===== config.mk =====
export PLATFORM = sky130hd
export DESIGN_NAME = regfile_wr_sched
export DESIGN_NICKNAME = d
export VERILOG_FILES = /design/src/rtl/regfile_wr_sched.sv
export SDC_FILE = /design/constraint.sdc
export NUM_CORES = 1
export LEC_CHECK = 0
export ABC_AREA = 1
export ABC_CLOCK_PERIOD_IN_PS = 5000
export CORE_MARGIN = 4
export CORE_UTILIZATION = 50
export DETAILED_ROUTE_END_ITERATION = 7
export GPL_TIMING_DRIVEN = 1
export MAX_ROUTING_LAYER = met4
export PLACE_DENSITY = 0.82
export SETUP_SLACK_MARGIN = 0.2
export SKIP_CTS_REPAIR_TIMING = 1
export SLEW_MARGIN = 10
export SYNTH_ARGS = -nofsm -noshare
export SYNTH_HDL_FRONTEND = slang
export SYNTH_SLANG_ARGS = --single-unit

===== constraint.sdc =====
create_clock -name clk -period 5 [get_ports clk]
set_clock_uncertainty 0.05 [all_clocks]
set_input_delay 1 -clock clk [delete_from_list [all_inputs] [get_ports clk]]
set_output_delay 1 -clock clk [all_outputs]
set_load 0.02 [all_outputs]

===== src/rtl/regfile_wr_sched.sv =====
// regfile_wr_sched
//   Write-port scheduler for the dual-write register file. After reset it
//   clears every register, two per cycle, through both write ports. It then
//   shares the two write ports round-robin among NUM_REQ write-back
//   requesters and never puts the same address on both ports in one cycle.
//
// Optional feature macro: REGFILE_R31_PROTECT_EN
//   When defined, a granted write to address NUM_REGS-1 is acknowledged but
//   not issued. Its port stays idle and drop_err pulses for one cycle. The
//   clear sequence still writes that register. When undefined, that address
//   is scheduled like any other and drop_err is constant 0.
//
// Ports
//   clk, rst            clock, synchronous active-high reset
//   req_valid/addr/data per-requester write requests (flat vectors)
//   req_ready           combinational grant; transfer on valid & ready
//   wr_en0/addr0/data0  registered write port 0
//   wr_en1/addr1/data1  registered write port 1
//   init_busy           clear sequence in progress
//   drop_err            one-cycle pulse for a protected write that was dropped
//
// State | meaning
//   S_CLEAR | writing zeros to register pairs (2k, 2k+1); no grants
//   S_RUN   | round-robin arbitration onto the two write ports
module regfile_wr_sched #(
    parameter int NUM_REQ  = 4,
    parameter int DATA_W   = 40,
    parameter int ADDR_W   = 5,
    parameter int NUM_REGS = 32
) (
    input  logic                      clk,
    input  logic                      rst,
    input  logic [NUM_REQ-1:0]        req_valid,
    input  logic [NUM_REQ*ADDR_W-1:0] req_addr,
    input  logic [NUM_REQ*DATA_W-1:0] req_data,
    output logic [NUM_REQ-1:0]        req_ready,
    output logic [ADDR_W-1:0]         wr_addr0,
    output logic [DATA_W-1:0]         wr_data0,
    output logic                      wr_en0,
    output logic [ADDR_W-1:0]         wr_addr1,
    output logic [DATA_W-1:0]         wr_data1,
    output logic                      wr_en1,
    output logic                      init_busy,
    output logic                      drop_err
);

    localparam int IDX_W = (NUM_REQ > 1) ? $clog2(NUM_REQ) : 1;
    localparam int PAIRS = NUM_REGS / 2;
    localparam int CNT_W = (PAIRS > 1) ? $clog2(PAIRS) : 1;

    typedef enum logic {S_CLEAR, S_RUN} state_t;

    state_t              state_q;
    logic [CNT_W-1:0]    clr_cnt_q;
    logic [IDX_W-1:0]    ptr_q, ptr_d;
    logic                wr_en0_q, wr_en1_q, init_busy_q, drop_err_q;
    logic [ADDR_W-1:0]   wr_addr0_q, wr_addr1_q;
    logic [DATA_W-1:0]   wr_data0_q, wr_data1_q;

    logic [ADDR_W-1:0]   addr_a [NUM_REQ];
    logic [DATA_W-1:0]   data_a [NUM_REQ];

    logic                g0_vld, g1_vld;
    logic [IDX_W-1:0]    g0_idx, g1_idx;
    logic [ADDR_W-1:0]   g0_addr, g1_addr;
    logic [DATA_W-1:0]   g0_data, g1_data;
    logic                drop0, drop1;

    for (genvar i = 0; i < NUM_REQ; i++) begin : g_unpack
        assign addr_a[i] = req_addr[i*ADDR_W +: ADDR_W];
        assign data_a[i] = req_data[i*DATA_W +: DATA_W];
    end

    // Scan from ptr; the first valid requester takes port 0, the next valid
    // one with a different address takes port 1. Same-address requesters
    // are simply passed over and keep waiting.
    always_comb begin : arb
        logic [IDX_W-1:0] sel;
        sel     = '0;
        g0_vld  = 1'b0;
        g0_idx  = '0;
        g0_addr = '0;
        g0_data = '0;
        g1_vld  = 1'b0;
        g1_idx  = '0;
        g1_addr = '0;
        g1_data = '0;
        for (int o = 0; o < NUM_REQ; o++) begin
            sel = IDX_W'((int'(ptr_q) + o) % NUM_REQ);
            if (req_valid[sel]) begin
                if (!g0_vld) begin
                    g0_vld  = 1'b1;
                    g0_idx  = sel;
                    g0_addr = addr_a[sel];
                    g0_data = data_a[sel];
                end else if (!g1_vld && (addr_a[sel] != g0_addr)) begin
                    g1_vld  = 1'b1;
                    g1_idx  = sel;
                    g1_addr = addr_a[sel];
                    g1_data = data_a[sel];
                end
            end
        end
    end

`ifdef REGFILE_R31_PROTECT_EN
    localparam logic [ADDR_W-1:0] LAST_ADDR = ADDR_W'(NUM_REGS - 1);
    assign drop0 = g0_vld && (g0_addr == LAST_ADDR);
    assign drop1 = g1_vld && (g1_addr == LAST_ADDR);
`else
    assign drop0 = 1'b0;
    assign drop1 = 1'b0;
`endif

    // Port 1's winner, when present, is always later in the rotation than
    // port 0's, so it decides the next starting point.
    always_comb begin
        ptr_d = ptr_q;
        if (g1_vld) begin
            ptr_d = IDX_W'((int'(g1_idx) + 1) % NUM_REQ);
        end else if (g0_vld) begin
            ptr_d = IDX_W'((int'(g0_idx) + 1) % NUM_REQ);
        end
    end

    always_comb begin
        req_ready = '0;
        if (state_q == S_RUN) begin
            if (g0_vld) req_ready[g0_idx] = 1'b1;
            if (g1_vld) req_ready[g1_idx] = 1'b1;
        end
    end

    always_ff @(posedge clk) begin
        if (rst) begin
            state_q     <= S_CLEAR;
            clr_cnt_q   <= '0;
            ptr_q       <= '0;
            wr_en0_q    <= 1'b0;
            wr_en1_q    <= 1'b0;
            wr_addr0_q  <= '0;
            wr_addr1_q  <= '0;
            wr_data0_q  <= '0;
            wr_data1_q  <= '0;
            init_busy_q <= 1'b1;
            drop_err_q  <= 1'b0;
        end else begin
            case (state_q)
                S_CLEAR: begin
                    wr_en0_q   <= 1'b1;
                    wr_en1_q   <= 1'b1;
                    wr_addr0_q <= ADDR_W'({clr_cnt_q, 1'b0});
                    wr_addr1_q <= ADDR_W'({clr_cnt_q, 1'b1});
                    wr_data0_q <= '0;
                    wr_data1_q <= '0;
                    drop_err_q <= 1'b0;
                    if (clr_cnt_q == CNT_W'(PAIRS - 1)) begin
                        state_q     <= S_RUN;
                        clr_cnt_q   <= '0;
                        init_busy_q <= 1'b0;
                    end else begin
                        clr_cnt_q <= clr_cnt_q + 1'b1;
                    end
                end
                S_RUN: begin
                    wr_en0_q   <= g0_vld && !drop0;
                    wr_en1_q   <= g1_vld && !drop1;
                    wr_addr0_q <= g0_addr;
                    wr_addr1_q <= g1_addr;
                    wr_data0_q <= g0_data;
                    wr_data1_q <= g1_data;
                    drop_err_q <= drop0 || drop1;
                    ptr_q      <= ptr_d;
                end
                default: begin
                    state_q <= S_CLEAR;
                end
            endcase
        end
    end

    assign wr_en0    = wr_en0_q;
    assign wr_en1    = wr_en1_q;
    assign wr_addr0  = wr_addr0_q;
    assign wr_addr1  = wr_addr1_q;
    assign wr_data0  = wr_data0_q;
    assign wr_data1  = wr_data1_q;
    assign init_busy = init_busy_q;
    assign drop_err  = drop_err_q;

endmodule


After elaboration in Yosys (flattened, before gate mapping)
Cells that the tools add are included.

cells by class
  add/subtract/negate cells = 6
  multipliers = 0
  divide/modulo/power cells = 0
  magnitude comparators = 12
  equal/unequal tests = 4
  shifts and indexed selects = 0
  mux-type cells = 112
  bitwise gates (word level) = 6
  reductions and logical operators = 9

operators with widths
  kind                                                                                 count
  40-bit 2-to-1 mux                                                                    24
  40-bit binary-select mux with 2-bit select                                           4
  40-bit case mux with 2 select lines                                                  2
  5-bit 2-to-1 mux                                                                     24
  5-bit binary-select mux with 2-bit select                                            4
  2-bit 2-to-1 mux                                                                     18
  1-bit 2-to-1 mux                                                                     21
  4-bit 2-to-1 mux                                                                     5
  5-bit case mux with 2 select lines                                                   2
  2-bit by 3-bit < comparator with 1-bit output, second input constant                 6
  5-bit inequality test                                                                3
  3-bit greater-or-equal comparator, second input constant                             4
  2-bit inverter with 3-bit output                                                     4
  1-bit binary-select mux with 2-bit select                                            4
  2-bit by 1-bit adder with 2-bit output, second input constant                        3
  2-bit adder, second input constant                                                   2
  4-bit by 1-bit adder with 4-bit output, second input constant                        1
  1-bit demux with 2-bit select                                                        2
  4-bit == test, second input constant                                                 1
  2-bit by 1-bit greater-or-equal comparator with 1-bit output, second input constant  2
  1-bit logical AND                                                                    4
  4-bit OR                                                                             1
  1-bit case mux with 2 select lines                                                   2
  2-bit AND reduction                                                                  2
  3 further kinds                                                                      4

storage, ports and cells
  flip-flop bits (word level) = 100
  latch bits = 0
  bits in writable memories = 0
  memory bits (read-only) = 0
  input bits = 186
  output and inout bits = 98
  logic and storage cells = 159
  memories = 0

Depth between registers and ports, before layout
  depth in word-level cells = 26
  mapped depth = 22
  mapped depth without buffers = 21

Least setup slack after synthesis
No wires, ideal clock.

  kind = input to output
  start = in req_valid[1]
  end = out req_ready[3]
  arrival = 2,918 ps
  required time = 3,950 ps
  slack = 1,032 ps
  cell stages on the path = 16
  buffers on the path = 2
  path through = inv_1 -> nand2_1 -> nand3_2 -> nand2_4 -> buf_6 -> clkbuf_1 -> ha_1 -> nand2_1 -> o21ai_0 -> nand2_1 -> o21ai_0 -> nand2_1 -> o21ai_1 -> inv_1 -> nand2_1 -> a21oi_1

between the ends
  longest elaborated chain between the ends = 24
  elaborated cells between the ends (all ways) = 64
  those cells by class = order compare (4); eq/ne (3); mux (50); bitwise (1); reduce/logical (6)

RTL lines
  what                                                                                                                                                 RTL line  source
  start: declaration                                                                                                                                   33        input logic [NUM_REQ-1:0] req_valid,
  1-bit binary-select mux with 2-bit select                                                                                                            90        if (req_valid[sel]) begin
  1-bit 2-to-1 mux (not written as such)                                                                                                               90
  5-bit 2-to-1 mux                                                                                                                                     90
  5-bit inequality test                                                                                                                                96        end else if (!g1_vld && (addr_a[sel] != g0_addr)) begin
  1-bit 2-to-1 mux                                                                                                                                     96
  1-bit 2-to-1 mux                                                                                                                                     91        if (!g0_vld) begin
  1-bit 2-to-1 mux                                                                                                                                     90
  1-bit zero test                                                                                                                                      96
  [... 8 more ...]                                                                                                                                     --
  2-bit 2-to-1 mux                                                                                                                                     90
  2-bit by 3-bit < comparator with 1-bit output (not written as such) or 2-bit by 1-bit greater-or-equal comparator with 1-bit output (tied branches)  130       if (g1_vld) req_ready[g1_idx] = 1'b1;
  1-bit logical AND (not written as such)                                                                                                              130
  1-bit 2-to-1 mux (not written as such)                                                                                                               130
  1-bit demux with 2-bit select                                                                                                                        130
  4-bit OR (no source line)                                                                                                                            --
  4-bit 2-to-1 mux (*)                                                                                                                                 130
  4-bit 2-to-1 mux (*)                                                                                                                                 128       if (state_q == S_RUN) begin
  end: declaration                                                                                                                                     36        output logic [NUM_REQ-1:0] req_ready,

Every way passes the cells marked *; elsewhere a longest branch is shown, timed or not. The select of a mux whose other input is x is not followed.

Final worst setup path
  start = in req_valid[3]
  end = out req_ready[0]

Same word-level chain as after synthesis.

==> impl_results.md <==
* Max-slew violation count at 0
* Post-Syn Area at 9430 um2
* Gr ovfl total at 0
* Clk root buf: clkbuf_16
* Initial antenna violation count at 0
* WL per Instance at 17.6 um
* Critical path class: in -> out
* Sequential area share after synthesis at 0.212
* Yosys top cell area share at 0.212
* Ant diodes at 0
* First drt pass iteration count at 5
* FP Rows at 49
* Drt drc at 0
* Mapped Nets at 1743
* DP Wirelength at roughly 25 mm
* CTS Sinks at 100
* IO Port Bufs at 282
* CTS max path bufs at 2
* Leakage power at 5.16 nW
* WP data required at 3.95 ns
* Core Region at approximately 18000 um2
* Setup violators final at 0
* Die Area at 21100 um2
* Final nets at 1950
* Die width at 145 um
* Reg2Reg Depth at 17
* Hold path startpoint: init_busy$_SDFFE_PP1P_
* H-tree depth at 3
* Global Route Usage Sum at 0.327
* Final core utilization at 0.690
* Worst Tran Pin Value at 1.25 ns
* Final Hold Fails at 0
* FF-to-FF setup slack at 1.21 ns
* Post-Route WL at 35.1 mm
* Total Power at 2.19 mW
* WHS Endpoint: init_busy$_SDFFE_PP1P_
* Period utilisation layout at 0.913
* Hold path cells at 2
* Area grow syn2layout at 33.8%
* Synth cell types at 41
* Total CTS buffers at 9
* Syn Inst Count at 1555
* Status: complete, no violations
* Vias at 11576
* Io pins at 284
* GPL Wtd Cong at around 1
* Synthesis-stage register bit count at 100
* Largest vdd supply drop at 0.160 mV
* Routed vias/inst at 5.80
* Setup TNS at 0 ns
* Starting density of the core at 0.516
* Post-Syn Area per Cell at 6.06 um2
* Min cycle time layout at 4.56 ns
* Reg2reg start: ptr_q[0]$_SDFFE_PP0P_
* Post-detailed-route count of antenna-violating nets at 0
* Power density over the cells at 174 nW/um2
* RR Endpoint: wr_data1[26]$_SDFF_PP0_
* RSZ-0062 raised after global routing: no
* CP max FO at 8
* Hold WC Path Type: reg -> reg
* Non-filler cells, final at roughly 2000
* Clock slew at reported path FFs at about 0.070 ns
* Largest area contributor in the netlist: dfxtp_1
* CTS tree: done
* Worst slew margin at 0.164
* Die H at 145 um
* Dominant cells by area after synthesis: dfxtp_1 21%, nand2_1 19%, o21ai_0 14%, mux2i_1 8.5%, inv_1 5.1%
* YS warnings at 0
* Cells after DPL at 1980
* Crit path DAT at 3.51 ns
* Peak Freq at 219 MHz
* Largest net degree at the start of global routing at about 120
* Clk Latency, worst-skew pair at approximately 0.36 ns
* First-pass GRT wire length at roughly 56 mm
* Most common cell after layout, fill and taps aside: nand2_1
* Max-Cap Viols at 0
* DRT iter0 DRCs at 1066
* Worst setup EP type: primary output
* Share of post-route cells with drive strength above 1 at 0.0713
* Vias in the first global route at between 10000 and 15000
* Startpoint types: input pin
* Most frequent cells in the layout: 464 x nand2_1, 278 x clkdlybuf4s50_1, 255 x o21ai_0, 128 x inv_1, 98 x dfxtp_1
[stage by stage]
| stage | instance area (um2) | hold WS, ns | setup WS [ns] |
|---|---|---|---|
| floorplan | 9430 | 0.434 | 1.03 |
| global placement | 12300 | 0.398 | 0.106 |
| finish | 12600 | 0.423 | 0.437 |
| detailed placement | 12300 | 0.409 | 0.0301 |
| CTS | 12600 | 0.420 | 0.00545 |
| global route | 12600 | 0.486 | 0.205 |
[flip-flops by register name (all words and copies together) (netlist names)]
name       flops
clr_cnt_q      4
init_busy      1
ptr_q          2
state_q        1
wr_addr0       5
wr_addr1       5
wr_data0      40
wr_data1      40
wr_en0         1
wr_en1         1
[metal layers]
layer / track usage / vias to the layer above / share of wire
met5: - / - / 0
met4: 0.122 / 0 / 0.038
met3: 0.0574 / 87 / 0.096
met2: 0.530 / 620 / 0.46
met1: 0.408 / 5173 / 0.41
li1: - / 5696 / -
[worst max-delay path by stage]
stage / start / end
CTS: req_addr[12] / req_ready[0]
finish: req_valid[3] / req_ready[0]
global placement: req_valid[3] / req_ready[2]
floorplan: req_valid[1] / req_ready[3]
detailed placement: req_addr[12] / req_ready[0]
global route: req_valid[3] / req_ready[2]
[layout make-up]
class | instances | area, um2
clock inverter | 4 | 73.8
fill | 1635 | 5660
tap | 229 | 287
timing repair buffer | 321 | 3110
clock buffer | 12 | 236
multi-input combinational | 1186 | 6360
sequential | 100 | 2010
inverter | 144 | 541
[power breakdown]
group          switching (mW)  internal (mW)  leakage, nW  total (mW)
Combinational           0.320          0.283         4.20       0.603
Sequential            0.00341          0.801        0.809       0.804
Clock                   0.341          0.442        0.151       0.782
Total                   0.664           1.53         5.16        2.19
[critical path: stages]
cell,delay (ns)
clkdlybuf4s50_1,0.42
inv_1,0.06
nand2_1,0.06
nand3_2,0.12
nand2_4,0.09
buf_12,0.14
nand2_1,0.14
nand2_1,0.08
nand2_1,0.06
nand3_1,0.11
o21ai_4,0.26
nor2_1,0.06
o211ai_1,0.24
o21ai_2,0.12
inv_1,0.11
nand2_1,0.06
a21oi_1,0.15
clkbuf_2,0.21
[synthesized netlist by cell type]
library cell / instances
nand2_1: 467
o21ai_0: 255
inv_1: 128
dfxtp_1: 100
mux2i_1: 80
clkbuf_1: 72
nor2_1: 61
a21oi_1: 52
nand3_1: 51
o21ai_1: 37
o221ai_1: 35
buf_2: 33
o22ai_1: 27
o211ai_1: 26
o211a_1: 25
o221a_2: 21
inv_2: 14
buf_1: 12
a31oi_1: 10
nand2_2: 9
buf_6: 5
nand2_4: 4
o21ai_2: 4
buf_4: 3
nand3_2: 3
clkinv_1: 2
ha_1: 2
nor2_2: 2
or2_1: 2
xnor2_1: 2
a211oi_1: 1
a32oi_1: 1
and2_1: 1
conb_1: 1
mux2_2: 1
nand4_1: 1
nand4_4: 1
nor2_4: 1
o21ai_4: 1
o21bai_1: 1
o21bai_2: 1
[cell families after synthesis]
kind of cell | after synthesis | synth area share
buffers and inverters | 269 | 0.117
DFF | 100 | 0.212
adders and majority gates | 2 | 0.00265
and+or+nand+nor | 603 | 0.259
muxes | 81 | 0.0861
xor gates and xnor gates | 2 | 0.00186
AOI/OAI and AO/OA | 497 | 0.321
other | 1 | 0.000398
Note: power is estimated with default switching activity, not from simulation.
